### config.mk
export PLATFORM = sky130hd
export DESIGN_NAME = uart_rx
export DESIGN_NICKNAME = d
export VERILOG_FILES = /design/src/rtl/uart_rx.sv
export SDC_FILE = /design/constraint.sdc
export NUM_CORES = 1
export LEC_CHECK = 0
export ABC_CLOCK_PERIOD_IN_PS = 2500
export BUFFER_PORTS_ARGS = -buffer_cell sky130_fd_sc_hd__buf_2
export CAP_MARGIN = 15
export CORE_MARGIN = 4
export CORE_UTILIZATION = 61
export DETAILED_ROUTE_END_ITERATION = 7
export PLACE_DENSITY = 0.79
export SLEW_MARGIN = 5
export SYNTH_ARGS = -nofsm -noshare
export SYNTH_HDL_FRONTEND = slang
export SYNTH_SLANG_ARGS = --single-unit
### constraint.sdc
create_clock -name clk -period 2.5 [get_ports clk]
set_input_delay 0.125 -clock clk [delete_from_list [all_inputs] [get_ports clk]]
set_output_delay 0.125 -clock clk [all_outputs]
set_load 0.005 [all_outputs]
### src/rtl/uart_rx.sv
// uart_rx: receiver for an 11-bit serial frame.
// Frame layout: start (0), 8 data bits MSB first, parity, stop (1).
// The line is resynchronised through two flops, then sampled at the bit centre.
// Each completed frame, including errored ones, produces a one-cycle data_valid pulse.
//
// Parameters:
//   CLK_FREQ   system clock in Hz
//   BAUD_RATE  line bit rate; CLK_FREQ/BAUD_RATE must be >= 8
//   PARITY     0 = even (parity bit = ^data), 1 = odd (parity bit = ~^data)
//
// Ports:
//   clk         system clock, rising edge
//   reset       synchronous, active-high
//   rx          asynchronous serial input, idle high
//   data_out    last received byte
//   data_valid  one-cycle pulse; data_out/parity_err/frame_err are valid with it
//   parity_err  parity mismatch on the last frame
//   frame_err   stop bit sampled low on the last frame
//   rx_busy     high from start-edge detection until return to idle
//
// Optional feature macro: UART_RX_MAJORITY_EN
//   When defined, each bit is the 2-of-3 majority of the samples taken at
//   centre-1, centre and centre+1. This delays the whole frame by one clock.
//
// States:
//   S_IDLE   | waiting for a falling edge on the synchronised line
//   S_START  | counting to the start-bit centre, rejecting false starts
//   S_DATA   | shifting in 8 data bits, MSB first
//   S_PARITY | capturing the parity bit
//   S_STOP   | sampling the stop bit and publishing the frame
module uart_rx #(
  parameter int CLK_FREQ  = 50000000,
  parameter int BAUD_RATE = 9600,
  parameter int PARITY    = 0
) (
  input  logic       clk,
  input  logic       reset,
  input  logic       rx,
  output logic [7:0] data_out,
  output logic       data_valid,
  output logic       parity_err,
  output logic       frame_err,
  output logic       rx_busy
);

  localparam int CLKS_PER_BIT = CLK_FREQ / BAUD_RATE;
  localparam logic [31:0] BIT_TC = 32'(CLKS_PER_BIT - 1);
`ifdef UART_RX_MAJORITY_EN
  // The decision is made one clock late, so the centre+1 sample already exists.
  // Only the start wait is stretched. Later bits keep the same one-clock offset.
  localparam logic [31:0] HALF_TC = 32'(CLKS_PER_BIT / 2);
`else
  localparam logic [31:0] HALF_TC = 32'(CLKS_PER_BIT / 2 - 1);
`endif

  typedef enum logic [2:0] {
    S_IDLE,
    S_START,
    S_DATA,
    S_PARITY,
    S_STOP
  } state_t;

  state_t      state_q;
  logic        sync1_q;
  logic        rx_s_q;
  logic        rx_prev_q;
  logic [31:0] clk_cnt_q;
  logic [2:0]  bit_cnt_q;
  logic [7:0]  shift_q;
  logic        par_bit_q;
  logic        bit_smp;
  logic        par_exp;

  // Reset the synchroniser to the idle level. This stops a reset from looking
  // like a start edge.
`ifdef UART_RX_MAJORITY_EN
  logic rx_prev2_q;

  always_ff @(posedge clk) begin
    if (reset) begin
      sync1_q    <= 1'b1;
      rx_s_q     <= 1'b1;
      rx_prev_q  <= 1'b1;
      rx_prev2_q <= 1'b1;
    end else begin
      sync1_q    <= rx;
      rx_s_q     <= sync1_q;
      rx_prev_q  <= rx_s_q;
      rx_prev2_q <= rx_prev_q;
    end
  end

  assign bit_smp = (rx_s_q & rx_prev_q) | (rx_s_q & rx_prev2_q) | (rx_prev_q & rx_prev2_q);
`else
  always_ff @(posedge clk) begin
    if (reset) begin
      sync1_q   <= 1'b1;
      rx_s_q    <= 1'b1;
      rx_prev_q <= 1'b1;
    end else begin
      sync1_q   <= rx;
      rx_s_q    <= sync1_q;
      rx_prev_q <= rx_s_q;
    end
  end

  assign bit_smp = rx_s_q;
`endif

  assign par_exp = (PARITY != 0) ? ~^shift_q : ^shift_q;

  always_ff @(posedge clk) begin
    if (reset) begin
      state_q    <= S_IDLE;
      clk_cnt_q  <= '0;
      bit_cnt_q  <= '0;
      shift_q    <= '0;
      par_bit_q  <= 1'b0;
      data_out   <= '0;
      data_valid <= 1'b0;
      parity_err <= 1'b0;
      frame_err  <= 1'b0;
      rx_busy    <= 1'b0;
    end else begin
      data_valid <= 1'b0;
      case (state_q)
        S_IDLE: begin
          // A start needs a real high-to-low edge. A line stuck low after a
          // frame error therefore cannot start a new frame.
          if (rx_prev_q && !rx_s_q) begin
            state_q   <= S_START;
            rx_busy   <= 1'b1;
            clk_cnt_q <= '0;
          end
        end
        S_START: begin
          if (clk_cnt_q == HALF_TC) begin
            clk_cnt_q <= '0;
            if (bit_smp) begin
              state_q <= S_IDLE;
              rx_busy <= 1'b0;
            end else begin
              state_q   <= S_DATA;
              bit_cnt_q <= 3'd7;
            end
          end else begin
            clk_cnt_q <= clk_cnt_q + 32'd1;
          end
        end
        S_DATA: begin
          if (clk_cnt_q == BIT_TC) begin
            clk_cnt_q <= '0;
            shift_q   <= {shift_q[6:0], bit_smp};
            if (bit_cnt_q == 3'd0) begin
              state_q <= S_PARITY;
            end else begin
              bit_cnt_q <= bit_cnt_q - 3'd1;
            end
          end else begin
            clk_cnt_q <= clk_cnt_q + 32'd1;
          end
        end
        S_PARITY: begin
          if (clk_cnt_q == BIT_TC) begin
            clk_cnt_q <= '0;
            par_bit_q <= bit_smp;
            state_q   <= S_STOP;
          end else begin
            clk_cnt_q <= clk_cnt_q + 32'd1;
          end
        end
        S_STOP: begin
          // Leave at mid-stop-bit, so a back-to-back start edge is still seen.
          if (clk_cnt_q == BIT_TC) begin
            clk_cnt_q  <= '0;
            data_out   <= shift_q;
            parity_err <= (par_bit_q != par_exp);
            frame_err  <= ~bit_smp;
            data_valid <= 1'b1;
            rx_busy    <= 1'b0;
            state_q    <= S_IDLE;
          end else begin
            clk_cnt_q <= clk_cnt_q + 32'd1;
          end
        end
        default: begin
          state_q <= S_IDLE;
          rx_busy <= 1'b0;
        end
      endcase
    end
  end

endmodule

* Word level (Yosys, flattened, before mapping)
Cells that the tools add are included. Widths: inputs -> output; s select.
Storage, ports and cells: input port bits 3, bits in registers 62
Cells by class: equal/unequal tests 16, reduce and logical (&&, ||, !) cells 17, add/sub/neg operators 2, muxes and demuxes 23, bitwise logic cells 3
Operator list (count):
- $mux 32 | 3
- $pmux 32 s3 | 1
- $add 32x1->32 const B | 1
- $eq 32x12->1 const B | 1
- $eq 32x13->1 const B | 1
- $mux 3 | 10
- $ne 2x2->1 const B | 9
- $pmux 3 s5 | 1
- $reduce_and 5->1 | 2
- $reduce_and 2->1 | 4
- $reduce_xor 8->1 | 1
- $eq 3x2->1 const B | 2
- $logic_not 3->1 | 2
- $pmux 3 s2 | 1
- $reduce_and 6->1 | 1
- $mux 1 | 5
- $pmux 1 s4 | 1
- $reduce_or 2->1 | 2
- $eq 3x1->1 const B | 1
- $eq 3x3->1 const B | 1
- $not 1->1 | 3
- $reduce_bool 3->1 | 1
- $reduce_or 3->1 | 1
- $sub 3x1->3 const B | 1
- 5 further kinds | 5

* Logic depth before layout (Yosys ltp)
Gate-level depths: netlist (run 1).
depth in word-level cells 4, gate-level depth with buffers 9, mapped depth without buffers 8

* Worst setup path after synthesis (run 1)
OpenSTA, ideal clock, no wires.
path type flip-flop to flip-flop, start point register clk_cnt_q[0], end point register clk_cnt_q[19], arrival 1903 ps, buffers on the path 1, cell stages (with the launch flop) 9, path slack 522 ps, period minus slack after synthesis 1978 ps, path through dfxtp_1 > ha_1 > and4b_1 > nand4_1 > o22ai_2 > and2_1 > buf_6 > or4_1 > a31oi_1
Between the ends: longest elaborated chain between the ends 3, elaborated cells between the ends (all ways) 6, classes of those cells add/sub (1); eq/ne (2); mux (3)
RTL lines:
- from (decl) | RTL line 68 | logic [31:0] clk_cnt_q;
- from (signal assigned) | RTL line 148 | clk_cnt_q <= clk_cnt_q + 32'd1;
- from (signal assigned) | RTL line 161 | clk_cnt_q <= clk_cnt_q + 32'd1;
- from (signal assigned) | RTL line 170 | clk_cnt_q <= clk_cnt_q + 32'd1;
- $add 32x1->32 (tied with other cells)
- $mux 32, on equally long branches
- $pmux 32 s3 * | RTL line 127 | case (state_q)
Mark *: on every way between the ends. The rest lies on a longest branch, timed or not. A chain may end at the register's enable or synchronous reset.

* Final worst setup path (run 1)
start point register clk_cnt_q[0], end point register clk_cnt_q[4]
The elaborated chain is that of the path after synthesis.

==> summary by stage, run 1 <==
STA
Headroom to the max-slew limit came out at 66.80%. Setup repair after global routing left no endpoint under its margin. The final period utilization is 88.98%. The minimum clock period is 2.225 ns. The total count of hold-check failures in the final report is 0. Across the routed clock network, the largest skew measured is 0.01100 ns. The accumulated negative setup slack is 0 ns. The worst setup margin is 0.2754 ns.

Setup violations remaining at the end of the flow were counted as 0. Across all hold checks on the routed design, the worst slack comes to 0.2120 ns. Derived from the worst setup path, the maximum achievable clock frequency is 0.4495 GHz. The actual slew at the worst max-slew pin is 0.4974 ns. The number of max-slew violations in the final report is 0.

Die
The initial utilization of the core area, before any placement, comes to 64.77%. The horizontal extent of the die is 79.98 um. The die covers 6397 um^2. The number of core rows is 25.

The boundary pin count is 15. The core region is 4880 um^2. In this run the vertical extent of the chip is 79.98 um.

GRT
The initial antenna violation count was 0. The leftover overflow at the end of global routing is 0. The all-layer global routing usage is 22.66%.

Entering global routing, the biggest net connects 27 pins. The first-pass GRT wire length is 11.19 mm. The number of global-route vias before repair is 2434.

Detailed routing
The final route contains 2653 vias. After detailed routing, the number of remaining DRC violations is 0. In the final routed layout, each cell accounts on average for 14.79 um. The total detailed-routing wirelength is 6.713 mm. The number of iterations in the first detailed-routing pass is 5.

After detailed routing, the number of vias per cell comes to 5.844. The detailed router finished its first iteration with 195 violations. In this run the remaining antenna-violating nets after routing total 0.

Yosys
The number of warning messages in the yosys log is 0. The post-synthesis async set-or-reset flop share is 0%. After Yosys synthesis, and, or, nand and nor cells account for 33.69% of the synthesized area. Of the post-synthesis cell area, the dominant cell type holds 39.27%. The cell count after synthesis is 367.

The commonest cells after synthesis are sky130_fd_sc_hd__dfxtp_1, sky130_fd_sc_hd__nand2_1, sky130_fd_sc_hd__nor2_1. The cell with the most instances after synthesis is sky130_fd_sc_hd__dfxtp_1. The post-synthesis cell type with the largest combined area is sky130_fd_sc_hd__dfxtp_1. The synthesized netlist devotes 5.819% of its cell area to XOR and XNOR gates. The synthesized design contains 62 register bits. Multiplexer cells account for 3.840% of the synthesized area.

Ranked by total cell area, the synthesized netlist is headed by sky130_fd_sc_hd__dfxtp_1, sky130_fd_sc_hd__nand2_1, sky130_fd_sc_hd__nor2_1. After synthesis, the netlist uses 61 different library cells. The cell area after synthesis is 3161 um^2. After synthesis, the mean cell area works out to 8.612 um^2. After synthesis, the largest family of logic cells by area is simple AND/OR/NAND/NOR gates. When the netlist entered floorplanning its net count stood at 373. The compound-cell area share of the yosys netlist is 11.80%. The adder and majority cell fraction of the synthesized area is 1.188%. Sequential cells were found to cover 39.27% of the synthesized design area. Among all flip-flop cells after synthesis, the most frequent one is sky130_fd_sc_hd__dfxtp_1. The count of flip-flops with a built-in enable after synthesis is 0.

Clock network
The clock sink total is 62. Buffers inserted during clock tree synthesis total 9. In this run the deepest clock path goes through 2 buffers.

After clock tree synthesis, the clock-pin slew on the worst setup and hold paths is 0.07 ns. For the worst-skew pair, the clock arrives at the later sink with an insertion delay of 0.35 ns. The H-tree was split into 3 levels. The root buffer cell chosen for the clock tree is sky130_fd_sc_hd__clkbuf_8.

In this run the post-CTS setup repair buffer count came out at 0. The TritonCTS clock tree is yes.

Setup path
In this design, the stage delay of the slowest critical-path cell is 0.40 ns. Data on the critical path arrives at its endpoint at 2.46 ns. STA classifies the critical path endpoint as a flop.

Walking the worst path, the cells encountered are ha_1 > nor4b_1 > nand4_1 > o21ai_2 > a21oi_1 > buf_4 > a21o_1 > a22o_1. The worst path buffer plus inverter count is 1. The largest fanout on the critical path is 10.

The gate family responsible for the most delay along the worst path is compound AO/OA/AOI/OAI gates. The path type of the worst setup path is reg -> reg. On the critical path, the stage with the largest delay is an instance of sky130_fd_sc_hd__dfxtp_1. The startpoint type of the worst setup path is a flop. For the worst setup path, the data required time is 2.73 ns.

Cells and area
With fillers left out, the area of the finished cells amounts to 3437 um^2. The number of antenna diodes in the final layout is 0. The final standard cell count with taps included and fillers excluded is 454. The area growth from synthesis to layout is 8.749%. The final net count is 388. The fraction of the core area covered by cells at the end of the flow is 70.44%. Cells with a size suffix above 1 make up 16.80% of the layout.

Power
The worst-case IR drop observed on VDD is 0.0004168 V. The power per standard cell area is 536.4 nW/um^2. For this design the static power due to leakage is 1.301 nW. The total power consumption of the routed design is 1.844 mW.

Place
After detailed placement, the design holds a cell count of 437. The pre-CTS setup slack is 0.2586 ns. The congestion estimate from routability-driven global placement came to 0.8170.

The detailed-placement wirelength estimate is 4.605 mm. Buffers placed on the I/O ports in this run total 14. The total placed instance area is 3251 um^2.

Status
The run finished with clean final reports.

Hold path
The path type of the worst min-delay path is in -> reg.

Job
Across the run, the number of max-cap violations was 0.
-- sequential cells by signal, summed over array words and instances, names as in the netlist --
| register | count |
|---|---|
| data_valid | 1 |
| sync1_q | 1 |
| bit_smp | 1 |
| state_q | 3 |
| rx_busy | 1 |
| shift_q | 8 |
| par_bit_q | 1 |
| frame_err | 1 |
| rx_prev_q | 1 |
| clk_cnt_q | 32 |
| bit_cnt_q | 3 |
| data_out | 8 |
| parity_err | 1 |
-- routing by layer --
metal	vias up	global-route usage, %	wire (um)
met5	-	0	0
met4	0	7.939	155
met3	17	7.449	359
met2	74	35.02	3051
met1	1229	29.54	3147
li1	1333	-	-
-- final cells by class --
cell class                 count  area, um^2
clock inverter                 6       37.54
multi-input combinational    281        1782
sequential                    62        1241
timing repair buffer          22       132.6
tap                           67       83.83
inverter                       6       22.52
fill                         422        1443
clock buffer                  10       137.6
-- worst reg2reg max path: cells and delay by family (launching register included) --
kind | cells | cell delay, ns
fa+ha+maj | 1 | 0.24
flops | 1 | 0.40
buf+inv | 1 | 0.23
compound gates | 4 | 0.80
simple gates | 2 | 0.45
-- final timing paths --
| check | startpoint | to | slack [ns] | depth (start not counted) |
|---|---|---|---|---|
| worst max-delay path | clk_cnt_q[0] | clk_cnt_q[4] | 0.28 | 8 |
| worst min-delay path | reset | par_bit_q | 0.21 | 2 |
| worst max register to register | clk_cnt_q[0] | clk_cnt_q[4] | 0.28 | 8 |
| worst min register to register | sync1_q | bit_smp | 0.42 | 1 |
-- report_power, final --
| group | internal [mW] | total [mW] | switching (mW) | leakage, nW |
|---|---|---|---|---|
| registers | 0.992 | 0.997 | 0.00533 | 0.500 |
| logic | 0.0227 | 0.0674 | 0.0448 | 0.717 |
| clock network | 0.380 | 0.779 | 0.399 | 0.0841 |
-- layout by cell type, fill, tap and decap left out, types with 3 or more instances in the layout --
cell type,count
sky130_fd_sc_hd__dfxtp_1,62
sky130_fd_sc_hd__nor2_1,45
sky130_fd_sc_hd__nand2_1,45
sky130_fd_sc_hd__nand3_1,26
sky130_fd_sc_hd__a21oi_1,20
sky130_fd_sc_hd__buf_2,14
sky130_fd_sc_hd__xnor2_1,13
sky130_fd_sc_hd__mux2i_1,11
sky130_fd_sc_hd__clkbuf_8,10
sky130_fd_sc_hd__o21ai_0,9
sky130_fd_sc_hd__nand4_1,9
sky130_fd_sc_hd__xor2_1,8
sky130_fd_sc_hd__buf_4,7
sky130_fd_sc_hd__inv_1,6
sky130_fd_sc_hd__nor2b_1,6
sky130_fd_sc_hd__or3_1,6
sky130_fd_sc_hd__nor3_1,5
sky130_fd_sc_hd__a31oi_1,5
sky130_fd_sc_hd__a211oi_1,4
sky130_fd_sc_hd__or4_1,4
sky130_fd_sc_hd__and3_1,4
sky130_fd_sc_hd__a21o_1,4
sky130_fd_sc_hd__or2_2,4
sky130_fd_sc_hd__nor4_4,3
sky130_fd_sc_hd__a22o_1,3
sky130_fd_sc_hd__ha_1,3
sky130_fd_sc_hd__clkinvlp_4,3
sky130_fd_sc_hd__clkinv_2,3
-- logic make-up (layout without fill, tap and decap cells) --
logic type / Yosys count / count (layout)
muxes: 12 / 12
AOI/OAI and AO/OA: 57 / 57
and+or+nand+nor: 188 / 188
DFF: 62 / 62
xor gates and xnor gates: 21 / 21
buffers and inverters: 24 / 44
adders and majority gates: 3 / 3
-- what timing repair did --
action	in CTS	in global routing
hold endpoints to repair	1	0
gates resized for setup	0	1
hold buffers	1	0
endpoints found under the setup margin	0	8
No activity file was read; power rests on OpenSTA's default activity.
==> inputs of run 2 (changes only) <==
Settings changed: CORE_ASPECT_RATIO set to 1.25.
==> run 2 against run 1 <==
Net effect:
- sequential power is essentially flat
- cell count down 1.1%
- via count decreased by 0.19%
- wire length is 1.4% lower
- total power up 10%
- worst hold slack got worse by 0.066 ns
- sequential cell count unchanged
==> summary by stage, run 2 (synthesized netlist as in run 1, its figures left out) <==
Cells and area
The final standard cell count with taps included and fillers excluded is 449 (-1.1%). The fraction of final layout cells with drive strength greater than 1 is 16.28% (-0.52 points). The top register by number of flip-flops is clk_cnt_q. The final net count is 388 (unchanged). The filler cell count is 410 (-2.8%). The multi-input logic area came to 1784 um^2 (+0.14%). The area occupied by registers is 1241 um^2 (unchanged). The flip-flop count of the largest register, all copies and words added is 32 (unchanged). The final antenna diode count is 0 (unchanged). The largest registers in the layout are clk_cnt_q: 32 flops, data_out: 8 flops, shift_q: 8 flops. The commonest non-fill, non-tap cell in the layout is sky130_fd_sc_hd__dfxtp_1. In the layout the commonest cells are sky130_fd_sc_hd__dfxtp_1, sky130_fd_sc_hd__nor2_1, sky130_fd_sc_hd__nand2_1.

Compared with the post-synthesis result, the final layout area differs by 9.897%.

Clock network
The maximum clock path buffer count is 2 (unchanged). The clock transition time at the flip-flop clock pins of the worst setup and hold paths was 0.07 ns (about the same). The clock latency at the later pin of the worst-skew pair was 0.34 ns (about the same). The TritonCTS clock tree is yes. The number of buffers created by CTS is 9 (unchanged). The number of levels in the clock H-tree is 3 (unchanged). The master cell of the clock root buffer is sky130_fd_sc_hd__clkbuf_8. The clock sink total is 62 (unchanged).

Detailed routing
The residual DRC count came to 0 (unchanged). The via count is 2648 (-0.19%). The number of iterations in the first detailed-routing pass is 4 (-1).

The first-iteration detailed-routing DRC count is 167 (-14%). The mean number of vias per cell came to 5.898 (+0.92%). The total detailed-routing wirelength was 6.622 mm (-1.4%).

The per-cell routed wire length is 14.75 um (-0.26%). The final antenna-violating net count came to 0 (unchanged).

STA
The final setup skew was 0.007410 ns (-0.003588 ns). The total setup violations reported at the end of the flow is 0 (unchanged). The worst slew slack as a fraction of its limit is 56.79% (-10 points). The accumulated negative setup slack is 0 ns (unchanged). The actual slew at the worst max-slew pin is 0.6481 ns (+0.1507 ns). The number of max-slew violations in the final report is 0 (unchanged). The maximum clock frequency came to 0.4362 GHz (-3.0%).

The total count of hold-check failures in the final report is 0 (unchanged). The worst hold-check slack is 0.1464 ns (-0.06563 ns). The final period utilization is 91.71% (+2.7 points). The minimum clock period was 2.293 ns (+0.06815 ns).

Setup repair after global routing left no endpoint under its margin.

Status
The run finished with clean final reports.

Setup path
STA classifies the critical path startpoint as a flop. STA classifies the critical path endpoint as a flop. The data arrival at the endpoint of the critical path is 2.51 ns (+0.05 ns). The largest fanout on the critical path came to 13 (+3). The required time reported for the critical path endpoint is 2.71 ns (-0.02 ns).

The critical path in this run is classified as reg -> reg.

GRT
The maximum number of pins on one net before global-route repair is 35 (+30%). The initial antenna violation count is 0 (unchanged). The first-pass GRT wire length is 11.34 mm (+1.3%). The number of global-route vias before repair is 2484 (+2.1%). The leftover overflow at the end of global routing came to 0 (unchanged). The all-layer global routing usage was 22.70% (+0.038 points).

Place
The detailed-placement wirelength estimate came to 4.775 mm (+3.7%). The last weighted congestion value of the routability-driven placer is 0.9184 (+12%). The number of port buffers is 14 (unchanged). The cell total after placement is 432 (-1.1%).

Die
The die span in y is 88.48 um (+11%). The boundary pin count came to 15 (unchanged). The number of core rows was 29 (+16%).

The horizontal extent of the die is 72.38 um (-9.5%). The floorplan core area came to 5044 um^2 (+3.4%). The die area is 6404 um^2 (+0.11%).

The starting density of the core was 62.66% (-2.1 points).

Power
The maximum vdd drop is 0.0003565 V (-14%). The total leakage power is 1.329 nW (+2.2%). The total power consumption of the routed design came to 2.031 mW (+10%).

The power per standard cell area was 584.6 nW/um^2 (+9.0%).

Hold path
The path type of the worst min-delay path is in -> reg.

Job
The count of maximum capacitance violations is 0 (unchanged).
[run 2: cell types whose count changed in the layout (fill, tap and decap cells not counted), sizes merged]
cell / previous run / this run
clkinvlp: 3 / 0
bufinv: 0 / 2
clkbuf: 10 / 12
clkinv: 3 / 2
[run 2: where the power goes]
part | leakage (nW) | internal, mW | switching (mW) | total, mW
combinational | 0.719 | 0.0226 | 0.0458 | 0.0684
clock | 0.110 | 0.586 | 0.380 | 0.966
sequential | 0.500 | 0.992 | 0.00426 | 0.996
[run 2: final timing paths]
check | from | to | slack (ns) | cells past startpoint
worst max-delay path | clk_cnt_q[0] | clk_cnt_q[9] | 0.21 | 7
worst min-delay path | reset | clk_cnt_q[1] | 0.15 | 2
worst max register to register | clk_cnt_q[0] | clk_cnt_q[9] | 0.21 | 7
worst min register to register | sync1_q | bit_smp | 0.41 | 1
[run 2: what timing repair did]
action / in CTS / in global routing
gates resized for setup: 0 / 1
hold buffers: 1 / 0
endpoints found under the setup margin: 0 / 10
buffers inserted: 0 / 0
endpoints found under the hold margin: 1 / 0
[run 2: final cells by class]
type / count / share of cell area [%]
clock inverters: 4 / 2.017
inverters: 6 / 0.6484
flip-flops and latches: 62 / 35.73
clock buffers: 12 / 4.179
multi-input cells: 281 / 51.37
well taps: 62 / 2.233
repair buffers: 22 / 3.818
[run 2: routing by layer]
metal	routed length, um	share of wire (%)	GRT usage (%)
met1	2974	45	27.04
met2	3146	48	36.87
met3	266	4.0	5.000
met4	235	3.5	14.60
met5	0	0	0
[run 2: per-stage QoR]
step                utilization [%]  cell area [um^2]  setup WS [ns]
finish                        68.87              3473         0.2073
global route                  68.87              3473        0.05441
CTS                           68.79              3470        0.05066
detailed placement            64.33              3244        0.04758
global placement              64.33              3244         0.1809
floorplan                         -              3161         0.5224
[run 2: worst max-delay path: stages, from the launching register on]
cell and delay (ns):
sky130_fd_sc_hd__dfxtp_1 0.40, sky130_fd_sc_hd__ha_1 0.24, sky130_fd_sc_hd__and4b_1 0.24, sky130_fd_sc_hd__nand4_1 0.17, sky130_fd_sc_hd__o22ai_2 0.29, sky130_fd_sc_hd__and2_1 0.32
sky130_fd_sc_hd__a21o_1 0.41, sky130_fd_sc_hd__nor2_1 0.10
